[src/rtl/nx_node_pkg.sv]
// nx_node_pkg: sizes, instruction layout and FSM states for the node core.
// Instr word (MSB..LSB): truth[7:0] src_a src_b src_c tgt_reg out_en out_idx.
package nx_node_pkg;

  localparam int INPUTS      = 8;
  localparam int REGISTERS   = 8;
  localparam int OUTPUTS     = 8;
  localparam int INSTR_DEPTH = 64;

  localparam int SEL_N  = (INPUTS + OUTPUTS) > REGISTERS ?
                          (INPUTS + OUTPUTS) : REGISTERS;
  localparam int SEL_W  = $clog2(SEL_N);
  localparam int ADDR_W = $clog2(INSTR_DEPTH);
  localparam int CNT_W  = ADDR_W + 1;
  localparam int IN_W   = $clog2(INPUTS);
  localparam int REG_W  = $clog2(REGISTERS);
  localparam int OUT_W  = $clog2(OUTPUTS);

  typedef struct packed {
    logic             ip;
    logic [SEL_W-1:0] idx;
  } nx_src_t;

  typedef struct packed {
    logic [7:0]       truth;
    nx_src_t          src_a;
    nx_src_t          src_b;
    nx_src_t          src_c;
    logic [SEL_W-1:0] tgt_reg;
    logic             out_en;
    logic [SEL_W-1:0] out_idx;
  } nx_instr_t;

  localparam int INSTR_W = $bits(nx_instr_t);

  typedef enum logic [1:0] {
    IDLE,
    RUN,
    COMMIT
  } nx_node_state_t;

  // 3-input LUT; a is the MSB of the select
  function automatic logic nx_lut(
    input logic [7:0] truth,
    input logic       a,
    input logic       b,
    input logic       c
  );
    return truth[{a, b, c}];
  endfunction

endpackage

[src/rtl/nx_node_imem.sv]
// nx_node_imem: INSTR_DEPTH x INSTR_W instruction store, no reset.
// Ports: clk, we/waddr/wdata sync write, raddr -> rdata combinational read.
module nx_node_imem
  import nx_node_pkg::*;
(
  input  logic               clk,
  input  logic               we,
  input  logic [ADDR_W-1:0]  waddr,
  input  logic [INSTR_W-1:0] wdata,
  input  logic [ADDR_W-1:0]  raddr,
  output logic [INSTR_W-1:0] rdata
);

  logic [INSTR_W-1:0] mem [INSTR_DEPTH];

  always_ff @(posedge clk) begin
    if (we) mem[waddr] <= wdata;
  end

  assign rdata = mem[raddr];

endmodule

[src/rtl/nx_node_exec.sv]
// nx_node_exec: sequential truth-table node core (IDLE->RUN->COMMIT).
// Ports: clk, rst (sync, high), trigger/inputs/num_instr in, imem load
// port, o_busy/o_done/o_outputs/o_load_err out.
// Option NX_NODE_LOOPBACK_EN: ip-source indices past the inputs read a
// snapshot of the outputs taken with the input snapshot.
module nx_node_exec
  import nx_node_pkg::*;
(
  input  logic               clk,
  input  logic               rst,
  input  logic               i_trigger,
  input  logic [INPUTS-1:0]  i_inputs,
  input  logic [CNT_W-1:0]   i_num_instr,
  input  logic               i_load_en,
  input  logic [ADDR_W-1:0]  i_load_addr,
  input  logic [INSTR_W-1:0] i_load_data,
  output logic               o_busy,
  output logic               o_done,
  output logic [OUTPUTS-1:0] o_outputs,
  output logic               o_load_err
);

  nx_node_state_t state, state_next;

  logic [ADDR_W-1:0]    pc;
  logic [CNT_W-1:0]     count;
  logic [INPUTS-1:0]    snap;
  logic [REGISTERS-1:0] regs;
  logic [OUTPUTS-1:0]   shadow;
  logic                 pending;
  logic [OUTPUTS-1:0]   loop_view;

`ifdef NX_NODE_LOOPBACK_EN
  logic [OUTPUTS-1:0]   loop_snap;
  assign loop_view = loop_snap;
`else
  assign loop_view = '0;
`endif

  logic [INSTR_W-1:0] instr_word;
  nx_instr_t          instr;
  logic               res;
  logic [CNT_W-1:0]   num;
  logic               num_zero;
  logic               last;
  logic               start;

  nx_node_imem u_imem (
    .clk   (clk),
    .we    (i_load_en && (state == IDLE)),
    .waddr (i_load_addr),
    .wdata (i_load_data),
    .raddr (pc),
    .rdata (instr_word)
  );

  function automatic logic src_bit(
    input nx_src_t              s,
    input logic [INPUTS-1:0]    sn,
    input logic [OUTPUTS-1:0]   lp,
    input logic [REGISTERS-1:0] rf
  );
    logic b;
    b = 1'b0;
    if (s.ip) begin
      if (s.idx < SEL_W'(INPUTS))
        b = sn[s.idx[IN_W-1:0]];
      else if (s.idx < SEL_W'(INPUTS + OUTPUTS))
        b = lp[OUT_W'(s.idx - SEL_W'(INPUTS))];
    end else if (s.idx < SEL_W'(REGISTERS)) begin
      b = rf[s.idx[REG_W-1:0]];
    end
    return b;
  endfunction

  assign instr = instr_word;
  assign res   = nx_lut(instr.truth,
                        src_bit(instr.src_a, snap, loop_view, regs),
                        src_bit(instr.src_b, snap, loop_view, regs),
                        src_bit(instr.src_c, snap, loop_view, regs));

  assign num = (i_num_instr > CNT_W'(INSTR_DEPTH)) ?
               CNT_W'(INSTR_DEPTH) : i_num_instr;
  assign num_zero = (num == '0);
  assign last     = (({1'b0, pc} + CNT_W'(1)) == count);

  // COMMIT restarts directly when a trigger was seen during the run
  assign start = ((state == IDLE) && i_trigger) ||
                 ((state == COMMIT) && (pending || i_trigger));

  assign o_busy = (state != IDLE);

  always_ff @(posedge clk) begin
    if (rst) state <= IDLE;
    else     state <= state_next;
  end

  always_comb begin
    state_next = state;
    unique case (state)
      IDLE:    if (start) state_next = num_zero ? COMMIT : RUN;
      RUN:     if (last)  state_next = COMMIT;
      COMMIT:  state_next = start ? (num_zero ? COMMIT : RUN) : IDLE;
      default: state_next = IDLE;
    endcase
  end

  always_ff @(posedge clk) begin
    if (rst) begin
      pc         <= '0;
      count      <= '0;
      snap       <= '0;
      regs       <= '0;
      shadow     <= '0;
      pending    <= 1'b0;
      o_outputs  <= '0;
      o_done     <= 1'b0;
      o_load_err <= 1'b0;
`ifdef NX_NODE_LOOPBACK_EN
      loop_snap  <= '0;
`endif
    end else begin
      o_done     <= 1'b0;
      o_load_err <= i_load_en && (state != IDLE);
      if (start) begin
        snap    <= i_inputs;
        shadow  <= '0;
        count   <= num;
        pc      <= '0;
        pending <= 1'b0;
`ifdef NX_NODE_LOOPBACK_EN
        // back-to-back: o_outputs is only now receiving shadow
        loop_snap <= (state == COMMIT) ? shadow : o_outputs;
`endif
      end else if (state == RUN) begin
        pc <= pc + ADDR_W'(1);
        if (i_trigger) pending <= 1'b1;
        if (instr.tgt_reg < SEL_W'(REGISTERS))
          regs[instr.tgt_reg[REG_W-1:0]] <= res;
        if (instr.out_en && (instr.out_idx < SEL_W'(OUTPUTS)))
          shadow[instr.out_idx[OUT_W-1:0]] <= res;
      end
      if (state == COMMIT) begin
        o_outputs <= shadow;
        o_done    <= 1'b1;
      end
    end
  end

endmodule

[config.mk]
export PLATFORM = sky130hd
export DESIGN_NAME = nx_node_exec
export DESIGN_NICKNAME = d
export VERILOG_FILES = /design/src/rtl/nx_node_pkg.sv /design/src/rtl/nx_node_imem.sv /design/src/rtl/nx_node_exec.sv
export SDC_FILE = /design/constraint.sdc
export NUM_CORES = 2
export LEC_CHECK = 0
export CAP_MARGIN = 40
export CELL_PAD_IN_SITES_DETAIL_PLACEMENT = 1
export CELL_PAD_IN_SITES_GLOBAL_PLACEMENT = 1
export CORE_MARGIN = 2
export CORE_UTILIZATION = 35
export CTS_BUF_LIST = sky130_fd_sc_hd__clkbuf_16
export DETAILED_ROUTE_END_ITERATION = 10
export PLACE_DENSITY = 0.56
export RECOVER_POWER = 25
export SLEW_MARGIN = 20
export SYNTH_ARGS = -nofsm -noshare
export SYNTH_HDL_FRONTEND = slang
export SYNTH_HIERARCHICAL = 1
export SYNTH_SLANG_ARGS = --single-unit
[constraint.sdc]
create_clock -name clk -period 4.8 [get_ports clk]
set_input_delay 0.96 -clock clk [delete_from_list [all_inputs] [get_ports clk]]
set_output_delay 0.96 -clock clk [all_outputs]
set_load 0.1 [all_outputs]
-- Word-level counts from Yosys, hierarchy flattened
Memories as Yosys holds them, arrays and structs flattened. A register that Yosys moved wholly into a read port is not among the register bits.
Cells that the tools add are included.
- register bits after elaboration: 50
- bits in writable memories: 2048
- memory bits (read-only): 24
- input bits: 57
- output and inout bits: 11
- logic and storage cells: 108
- memories kept: 4
- memory list (name ; depth ; width ; rd ports ; clocked after Yosys merged registers in ; write ports ; line ; RTL):
    u_imem.mem ; 64 ; 32 ; 1 ; 1 ; 1 ; nx_node_imem.sv:14 ; logic [INSTR_W-1:0] mem [INSTR_DEPTH];
    (name not given) ; 8 ; 1 ; 1 ; 0 ; 0 ; nx_node_exec.sv:69 ; b = lp[OUT_W'(s.idx - SEL_W'(INPUTS))];
    (name not given) ; 8 ; 1 ; 1 ; 0 ; 0 ; nx_node_exec.sv:69 ;
    (name not given) ; 8 ; 1 ; 1 ; 0 ; 0 ; nx_node_exec.sv:69 ;
- add/subtract/negate cells: 5
- order comparisons: 20
- equality and inequality tests: 5
- muxes and demuxes: 46
- bitwise operators: 1
- reductions and logical operators: 17
- operators by type and width (cell ; number):
    3-bit by 4-bit < comparator with 1-bit output (second input constant) ; 9
    1-bit two-way mux ; 27
    1-bit binary-select mux with 3-bit select ; 7
    4-bit < comparator (second input constant) ; 5
    8-bit bitwise mux ; 2
    4-bit by 1-bit < comparator with 1-bit output (second input constant) ; 3
    6-bit two-way mux ; 2
    3-bit by 1-bit subtractor with 3-bit output (second input constant) ; 3
    2-bit two-way mux ; 4
    6-bit by 1-bit adder with 7-bit output (second input constant) ; 1
    7-bit == test ; 1
    7-bit greater-than comparator (second input constant) ; 1
    1-bit logical AND ; 7
    7-bit logical NOT ; 1
    7-bit two-way mux ; 1
    6-bit by 1-bit adder with 6-bit output (second input constant) ; 1
    1-bit demux with 3-bit select ; 2
    3-bit by 1-bit >= comparator with 1-bit output (second input constant) ; 2
    2-bit one-hot mux with 3 select lines ; 1
    2-bit AND reduction ; 3
    2-bit inequality test (second input constant) ; 2
    3-bit AND reduction ; 1
    2-bit by 1-bit == test with 1-bit output (second input constant) ; 1
    2-bit == test (second input constant) ; 1
    5 further kinds ; 6

-- Depth between registers and ports, before layout
- word-level depth: 9
- mapped depth: 20
- depth with buffers taken out: 12

-- By module
Netlist, hierarchy kept.
- by module, submodules not included (module ; instances ; cells an instance ; area each (um2) ; seq. area each (um2)):
    nx_node_imem ; 1 ; 3292 ; 77874.7 ; 61499.0
    nx_node_exec ; 1 ; 315 ; 2648.8 ; 1001.0

-- Least setup slack after synthesis
Ideal clock, no wire load.
- path type: input port to flip-flop
- start: input port i_load_en
- end: memory u_imem/mem[48][0] (netlist name), enable pin
- setup time: 0.461 ns
- arrival: 3.813 ns
- required time: 4.339 ns
- setup slack: 0.526 ns
- cell stages on the path: 5
- path buffers: 0
- cells stage by stage: inv_1 > nor2_1 > nor2b_1 > nand4b_1 > nor3_1
- word-level cells in the longest chain between the ends: 3
- ends and longest elaborated chain (item ; line ; RTL):
    start: declaration ; nx_node_exec.sv:14 ; input logic i_load_en,
    1-bit logical AND ; nx_node_exec.sv:50 ; .we (i_load_en && (state == IDLE)),
    1-bit two-way mux ; nx_node_imem.sv:17 ; if (we) mem[waddr] <= wdata;
    1-bit two-way mux (implied by the code) ; nx_node_imem.sv:17 ;
    end: declaration ; nx_node_imem.sv:14 ;
No other way between the ends.

==> results.json <==
{
  "status": "complete, but fails checks",
  "violations": "max-capacitance violations, max-slew violations",
  "synth_commonest_cells": "edfxtp_1, mux4_2, nor2_1",
  "crit_path_end_kind": "flop",
  "drive_gt1_share_pct": 29.0,
  "yosys.area.top_type": "edfxtp_1",
  "drtIter0Drc": 4115,
  "critPathLaunchType": "flop",
  "yosysTopAreaCellShare_pct": 76.4,
  "grt_max_degree": 65,
  "cts_tree": "done",
  "syn_area_um2": 80500,
  "design_area_um2": 94000,
  "grt_pass1_wl_um": 330000,
  "hold_viol_final": 0,
  "dp_slack_ns": 0.0511,
  "synth-xor-area-share_pct": 0.131,
  "cts_buffer_depth": 3,
  "cts_hold_buf": 0,
  "setup-tns-final_ns": 0,
  "first_pass_iters": 7,
  "ant_nets": 0,
  "maxSlewHeadroom_pct": -118,
  "vias": 39700,
  "pwr_density_cell_nw_per_um2": 403,
  "place.gp.congestion": 0.878,
  "synth_top_flop_cell": "edfxtp_1",
  "wl_per_cell_um": 32.8,
  "holdWs_ns": 0.460,
  "multi_input_area_um2": 17600,
  "ir_drop_uv": 277,
  "die_area_um2": 234000,
  "place_hpwl_um": 139000,
  "rows": 176,
  "final_util_pct": 41.0,
  "dp.cells": 6784,
  "coreArea_um2": 229000,
  "io_buffers": 67,
  "arrival_ns": 5.35,
  "cap_violations": 26,
  "ios": 68,
  "syn_nets": 3665,
  "h-tree-depth": 4,
  "max_freq_mhz": 217,
  "critPathRequiredTime_ns": 5.55,
  "synth-edff-count": 2048,
  "area.sequential_um2": 62500,
  "drt-total-wl_um": 236000,
  "root_buffer": "clkbuf_16",
  "nets": 4044,
  "synth_top_family_by_area": "multiplexers",
  "syn2layout_area_growth_pct": 16.7,
  "synth_warnings": 6,
  "initial_core_util_pct": 35.1,
  "timing_worst_slew_pin_value_ns": 3.27,
  "grt_pass1_vias": 41300,
  "yosysSeqAreaShare_pct": 77.6,
  "drc": 0,
  "yosysMostFrequentCell": "edfxtp_1",
  "post_synth_num_cell_types": 54,
  "fin_worst_skew_ns": 0.0452,
  "synth_compound_area_share_pct": 2.20,
  "cts_buffers": 217,
  "ys_ff_latch": 2098,
  "synthArstFlopShare_pct": 0,
  "die_h_um": 484,
  "synthMuxAreaShare_pct": 16.8,
  "slew_viol_final": 846,
  "synthAdderAreaFrac_pct": 0.0155,
  "syn_inst": 3607,
  "placed_cell_area_um2": 87300,
  "synthSimpleGateAreaFrac_pct": 2.07,
  "path_class": "flop to flop",
  "setup_viol": 0,
  "layout_setup_ws_ns": 0.200,
  "leakage_nw": 28.3,
  "period_minus_slack_ns": 4.60,
  "avgViaCountPerCell": 5.52,
  "syn_area_per_cell_um2": 22.3,
  "grt_antenna_before_repair": 15,
  "synth_area_leaders": "edfxtp_1, mux4_2, mux2i_1",
  "stdcell_count": 7193,
  "rsz0062_at_grt": "false",
  "cts_sinks": 2098,
  "grt_use_total_pct": 20.1,
  "grt-ovfl-total": 0,
  "hold_path.class": "flop to flop",
  "fillers": 21500,
  "path_max_fanout": 35,
  "die_w_um": 484,
  "period_share_pct": 95.8,
  "power_mw": 37.9,
  "insertion_delay_ns": 0.86,
  "clk_pin_slew_ns": 0.06
}
==> final cells by class <==
cell class	instances	share of cell area (%)
Clock buffer	220	5.86
Tap cell	3026	4.03
Inverter	2	0.00799
Clock inverter	178	1.30
Timing Repair Buffer	360	3.61
Multi-Input combinational cell	1307	18.7
Antenna cell	2	0.00533
Sequential cell	2098	66.5
==> layer usage <==
| layer | global-route usage [%] | vias up | share of wire [%] |
|---|---|---|---|
| li1 | - | 16100 | - |
| met3 | 3.46 | 278 | 6.3 |
| met1 | 27.9 | 22000 | 43 |
| met5 | 0 | - | 0.0042 |
| met4 | 5.33 | 2 | 2.4 |
| met2 | 32.8 | 1323 | 49 |
==> path summary, 6_finish.rpt <==
path                            slack (ns)            to  cells after the start    startpoint
worst max register to register        0.20       regs[0]                     13         pc[0]
worst min register to register        0.46  o_outputs[0]                      2  o_outputs[0]
worst min-delay path                  0.46  o_outputs[0]                      2  o_outputs[0]
worst max-delay path                  0.20       regs[0]                     13         pc[0]
==> power by group <==
group / total, mW / internal, mW / switching [mW] / leakage [nW]
Combinational: 1.67 / 0.640 / 1.03 / 6.01
Sequential: 20.2 / 20.2 / 0.0352 / 18.8
Clock: 16.0 / 8.92 / 7.08 / 3.50
==> placed cells by master, fill, tap and decap left out, types with 15 or more instances in the layout <==
cell / count
a21oi_1: 95
edfxtp_1: 2048
nor2_1: 116
clkbuf_16: 220
nor2_4: 62
inv_1: 53
o221ai_1: 27
clkinv_1: 54
buf_12: 54
o22ai_1: 81
a22oi_1: 15
dfxtp_1: 45
clkbuf_1: 46
buf_4: 206
mux2i_1: 105
clkdlybuf4s50_1: 35
clkinv_2: 43
nand2_1: 73
mux4_2: 547
nor2b_1: 22
==> critical path, cell delays in order (launching register included) <==
cell and delay (ns):
dfxtp_4 0.53, buf_12 0.22, buf_12 0.29, mux4_2 0.56
mux4_2 0.49, o22ai_1 0.41, nor2_1 0.23, mux4_2 0.33
a22o_1 0.23, a31oi_1 0.19, buf_4 0.17, o32ai_1 0.09
mux2_4 0.40, a211oi_1 0.26
==> sequential cells by signal, indices dropped and copies added (netlist names) <==
register,cells
count,7
o_done,1
o_load_err,1
o_outputs,8
pc,6
pending,1
regs,8
shadow,8
snap,8
state,2
u_imem/mem,2048
==> kinds of logic (layout without fill, tap and decap cells) <==
logic type / Yosys count / in the layout
buf+inv: 202 / 760
other cells: 0 / 2
simple gates: 363 / 363
xor+xnor: 12 / 12
fa+ha+maj: 1 / 1
flops: 2098 / 2098
compound gates: 274 / 274
mux: 657 / 657
==> repair_timing <==
action	in CTS	in global routing
gates resized for setup	1	3
endpoints found under the setup margin	2	16
buffers inserted	0	0
Power figures use the tool's default switching activity.
